$ cat config.mk
export PLATFORM = sky130hd
export DESIGN_NAME = sum_pool
export DESIGN_NICKNAME = d
export VERILOG_FILES = /design/src/rtl/cnn1d_pkg.sv /design/src/rtl/sum_pool.sv
export SDC_FILE = /design/constraint.sdc
export NUM_CORES = 1
export LEC_CHECK = 0
export CORE_MARGIN = 4
export CORE_UTILIZATION = 55
export CTS_CLUSTER_DIAMETER = 80
export CTS_CLUSTER_SIZE = 30
export DETAILED_ROUTE_END_ITERATION = 7
export HOLD_SLACK_MARGIN = 0.03
export PLACE_DENSITY = 0.82
export SLEW_MARGIN = 20
export SYNTH_ARGS = -nofsm -noshare
export SYNTH_HDL_FRONTEND = slang
export SYNTH_SLANG_ARGS = --single-unit
$ cat constraint.sdc
create_clock -name clk -period 4.02 [get_ports clk]
set_input_delay 1.206 -clock clk [delete_from_list [all_inputs] [get_ports clk]]
set_output_delay 1.206 -clock clk [all_outputs]
set_load 0.05 [all_outputs]
$ cat src/rtl/cnn1d_pkg.sv
// Shared constants for the 1D CNN datapath and the pooling stage helpers.
package cnn1d_pkg;

  // Sample width carried on every stream of the datapath.
  localparam int DATA_WIDTH = 12;

  // Default window length of the pooling stage.
  localparam int POOL_SIZE_DEFAULT = 4;

  // Accumulator width that can hold pool_size full-scale samples without overflow.
  function automatic int pool_acc_width(input int pool_size);
    return DATA_WIDTH + $clog2(pool_size);
  endfunction

endpackage

$ cat src/rtl/sum_pool.sv
// Windowed sum/average pooling: every POOL_SIZE accepted samples collapse
// into one output sample (saturated sum or floor mean) held in a single
// output register with valid/ready handshakes on both sides.
module sum_pool
  import cnn1d_pkg::*;
#(
  parameter int POOL_SIZE = POOL_SIZE_DEFAULT,
  parameter int AVERAGE   = 1
) (
  input  logic                  clk,
  input  logic                  rst,
  output logic                  pool_ready_in,
  input  logic [DATA_WIDTH-1:0] pool_data_in,
  input  logic                  pool_valid_in,
  input  logic                  pool_ready_out,
  output logic [DATA_WIDTH-1:0] pool_data_out,
  output logic                  pool_valid_out
);

  localparam int SHIFT           = $clog2(POOL_SIZE);
  localparam int ACC_W           = pool_acc_width(POOL_SIZE);
  localparam int CNT_W           = (SHIFT < 1) ? 1 : SHIFT;
  // Depth of the output stage, kept visible so bench timing can line up.
  localparam int POOL_PIPE_WIDTH = 1;

  localparam logic [CNT_W-1:0] LAST_CNT = CNT_W'(POOL_SIZE - 1);

  // Window length must be a power of two so the mean is a plain shift.
  if ((POOL_SIZE < 2) || ((POOL_SIZE & (POOL_SIZE - 1)) != 0)) begin : g_bad_pool_size
    $fatal(1, "sum_pool: POOL_SIZE must be a power of two and >= 2");
  end

  logic [CNT_W-1:0]           r_cnt;
  logic [ACC_W-1:0]           r_acc;
  logic [DATA_WIDTH-1:0]      r_data_out;
  logic [POOL_PIPE_WIDTH-1:0] r_valid_out;

  logic                  w_last;
  logic                  w_accept;
  logic                  w_xfer;
  logic [ACC_W-1:0]      w_sum;
  logic [DATA_WIDTH-1:0] w_result;

  assign w_last        = (r_cnt == LAST_CNT);
  // Only the closing sample can stall, and only behind an undrained result.
  assign pool_ready_in = !rst && (!w_last || !r_valid_out[0] || pool_ready_out);
  assign w_accept      = pool_valid_in && pool_ready_in;
  assign w_xfer        = r_valid_out[0] && pool_ready_out;
  // The first sample of a window restarts the sum instead of adding to stale data.
  assign w_sum         = ((r_cnt == '0) ? '0 : r_acc) + ACC_W'(pool_data_in);

  if (AVERAGE != 0) begin : g_average
    // Floor mean: the top DATA_WIDTH bits of the full sum always fit.
    assign w_result = w_sum[SHIFT +: DATA_WIDTH];
  end else begin : g_sum
    // Clamp the sum to full scale when it exceeds the output width.
    assign w_result = (w_sum[ACC_W-1:DATA_WIDTH] != '0) ? {DATA_WIDTH{1'b1}}
                                                        : w_sum[DATA_WIDTH-1:0];
  end

  // Window counter and running sum advance on every accepted sample.
  always_ff @(posedge clk) begin
    if (rst) begin
      r_cnt <= '0;
      r_acc <= '0;
    end else if (w_accept) begin
      r_acc <= w_sum;
      r_cnt <= w_last ? '0 : r_cnt + 1'b1;
    end
  end

  // Output register: load on the closing sample, drop valid once drained.
  always_ff @(posedge clk) begin
    if (rst) begin
      r_data_out  <= '0;
      r_valid_out <= '0;
    end else if (w_accept && w_last) begin
      r_data_out  <= w_result;
      r_valid_out <= POOL_PIPE_WIDTH'(1);
    end else if (w_xfer) begin
      r_valid_out <= '0;
    end
  end

  assign pool_data_out  = r_data_out;
  assign pool_valid_out = r_valid_out[0];

endmodule

==> results.cfg <==
[run_status]
status = finished, final reports clean

[drt]
vias = 1692
detail_route.iter0.violations = 88
post-route-drc-count = 0
detail_route.wl_per_cell_um = 13.60
ant_nets = 0
drt-total-wl_um = 4095
dr.pass1.iters = 4
vias_per_cell = 5.621

[yosys]
synth_ff_type = dfxtp_1
ys_seq_area_share_pct = 31.69
syn_inst = 227
synth_fp_nets = 258
synth.avg_cell_area_um2 = 8.069
async_reset_ff_share_pct = 0
synth_compound_area_share_pct = 18.99
muxShareOfSynthArea_pct = 0
synth_area_um2 = 1832
synth_simple_gate_area_share_pct = 28.76
synth.yosys.warnings = 0
synth.distinct_cells = 44
synth-edff-count = 0
synth_top_family_by_area = simple AND/OR/NAND/NOR gates
synth_seq_cells = 29
synthXorXnorAreaFrac_pct = 5.260
synthAdderAreaFrac_pct = 10.66

[floorplan]
dieArea_um2 = 4318
io_pins = 30
rows = 20
fp.dieH_um = 65.71
die_w_um = 65.71
initial_core_util_pct = 58.56
fp.coreArea_um2 = 3128

[worst_setup_path]
rrSetupSlack_ns = 1.23
crit_path_max_incr_delay_ns = 0.41
path_delay_family = buffers and inverters
critPathSlowestCell = clkdlybuf4s50_1
critPathCaptureType = output port
criticalPathCategory = in2out
rr_startpoint = r_cnt[0]
crit_path_start = pool_ready_out
crit_path_start_kind = input port
cp_cell_sequence = clkdlybuf4s50_1 > nand3b_1 > and2_1 > buf_12
worstPathArrival_ns = 2.15
path_buf_inv = 2
critPathMaxFanout = 2
required_ns = 2.81

[timing]
skew_ns = 0.005571
hold_viol = 0
setup_tns_ns = 0
fmax_ghz = 0.2982
final_max_slew_viol_count = 0
final-setup-viol-count = 0
timing_worst_slew_pin_value_ns = 0.7693
fin_crit_ns = 3.353
rsz0062_at_grt = false
finalCritPeriodShare_pct = 83.41
maxSlewHeadroom_pct = 48.59

[global_routing]
grt_pass1_vias = 1535
antenna_found_initial = 0
grtUsageTotal_pct = 20.59
overflow = 0
grt_max_degree = 27
met2_usage_pct = 32.92
grtUsageMet1_pct = 26.29
top_usage_layer = met2
grt_util_met3_pct = 5.983
grt_pass1_wl_um = 6844

[clock_tree]
cts_tree = built
postCtsSetupBuffers = 0
hold_buffers = 0
path_clk_slew_ns = 0.09
cts.path.max_buffers = 2
numClockSinks = 29
clock_latency_ns = 0.33
cts_root_buf = clkbuf_4
h-tree-depth = 2
cts_buffers = 5
cts_resized = 0

[place]
hpwl_um = 2970
place_area_um2 = 2143
place.gp.congestion = 0.8119
port_buffers = 29
dp.cells = 293

[power_and_ir_drop]
switchingPower_uw = 211.5
combPwrFrac_pct = 25.0
p_clk_share_pct = 29.6
p_sw_share_pct = 30.54
power.leakage_uw = 0.0009197
p_int_uw = 481.2
p_total_uw = 692.8
vdd_ir_drop_max_v = 0.0002348
power.density_nw_per_um2 = 313.0
seqPwrFrac_pct = 45.4

[flow_run]
drv_cap = 0

[final_layout]
fillers = 262
fin_nets = 287
stdcell_area_um2 = 2213
drive_gt1_share_pct = 7.782
area_growth_syn_to_layout_pct = 20.83
postLayoutCoreUtil_pct = 70.76
final-instance-count-excl-fill = 301
num_antenna_cells = 0

[hold_path]
hp-start = pool_data_out[2]
hp-class = reg2reg
layer usage:
layer  wire [µm]  up-vias
li1            -      857
met1        1961      787
met2        1877       41
met3         206        7
met4          49        0
met5           0        -
cells in the mapped netlist, types with 4 or more instances:
master	number	area, µm²
nand2b_1	4	25.02
nor2b_1	15	93.84
nand2_1	23	86.33
xor2_1	5	43.79
nand3_1	21	105.1
and3_1	4	25.02
a21oi_1	10	50.05
xnor2_1	6	52.55
a21o_1	5	37.54
dfxtp_1	29	580.6
clkbuf_1	4	15.01
inv_1	6	22.52
a31oi_1	4	25.02
o21ai_1	8	40.04
o21ai_0	15	75.07
and2_1	8	50.05
nor2_1	13	48.80
ha_1	14	175.2
area by class of cell:
cell class              instances  area, µm²  share of cell area [%]
multi-input cells             182       1166                   52.69
flip-flops and latches         29      580.6                   26.23
repair buffers                 31      315.3                   14.25
clock buffers                   7      65.06                   2.940
well taps                      44      55.05                   2.487
inverters                       7      26.28                   1.187
clock inverters                 1      5.005                  0.2261
worst paths after layout:
| check | cells after the start | endpoint |
|---|---|---|
| max | 4 | pool_ready_in |
| min | 2 | pool_data_out[2] |
| max reg2reg | 12 | pool_data_out[4] |
| min reg2reg | 2 | pool_data_out[2] |
power by group through the flow:
stage | clock (µW) | sequential [µW] | combinational (µW)
global placement | 0 | 320 | 168
finish | 205 | 314 | 173
detailed placement | 0 | 321 | 171
CTS | 210 | 314 | 172
global route | 226 | 317 | 190
floorplan | 0 | 323 | 121
placed cells by master (no fill, tap or decap), drive strengths merged, types with 3 or more instances in the layout:
cell           Yosys  layout
dfxtp             29      29
clkdlybuf4s50      0      28
nand2             24      24
o21ai             23      23
nand3             21      21
nor2b             15      15
nor2              15      15
ha                14      14
a21oi             10      10
and2               9       9
inv                7       7
clkbuf             4       7
xnor2              6       6
a21o               5       5
xor2               5       5
nand2b             4       4
and3               4       4
a31oi              4       4
buf                5       3
per-stage QoR:
stage / worst slack [ns] / hold WS, ns
6_report: 0.6670 / 0.4557
5_1_grt: 0.5787 / 0.4746
4_1_cts: 0.6586 / 0.4594
3_5_place_dp: 0.6396 / 0.4463
3_3_place_gp: 0.6894 / 0.4382
2_1_floorplan: 1.070 / 0.4295
state kept, by name, indices dropped and copies added (netlist names):
signal	flops
r_cnt	2
r_acc	14
pool_data_out	12
pool_valid_out	1
kinds of logic (layout without fill, tap and decap cells):
family	Yosys count	in the layout
XOR/XNOR	11	11
flip-flops	29	29
AND/OR/NAND/NOR	101	101
adder cells (fa/ha/maj)	15	15
buffers and inverters	16	46
AO/OA/AOI/OAI	55	55
worst register-to-register path, stage by stage (launching register included):
cell and delay, ns:
dfxtp_1 0.40, inv_1 0.06, ha_1 0.41, nor2b_1 0.20, ha_1 0.21, inv_1 0.06, fa_1 0.39, nor2b_1 0.18
o2111ai_1 0.14, nand2_1 0.21, xnor2_1 0.17, o21ai_0 0.11, and2_1 0.15
Power figures use the tool's default switching activity.
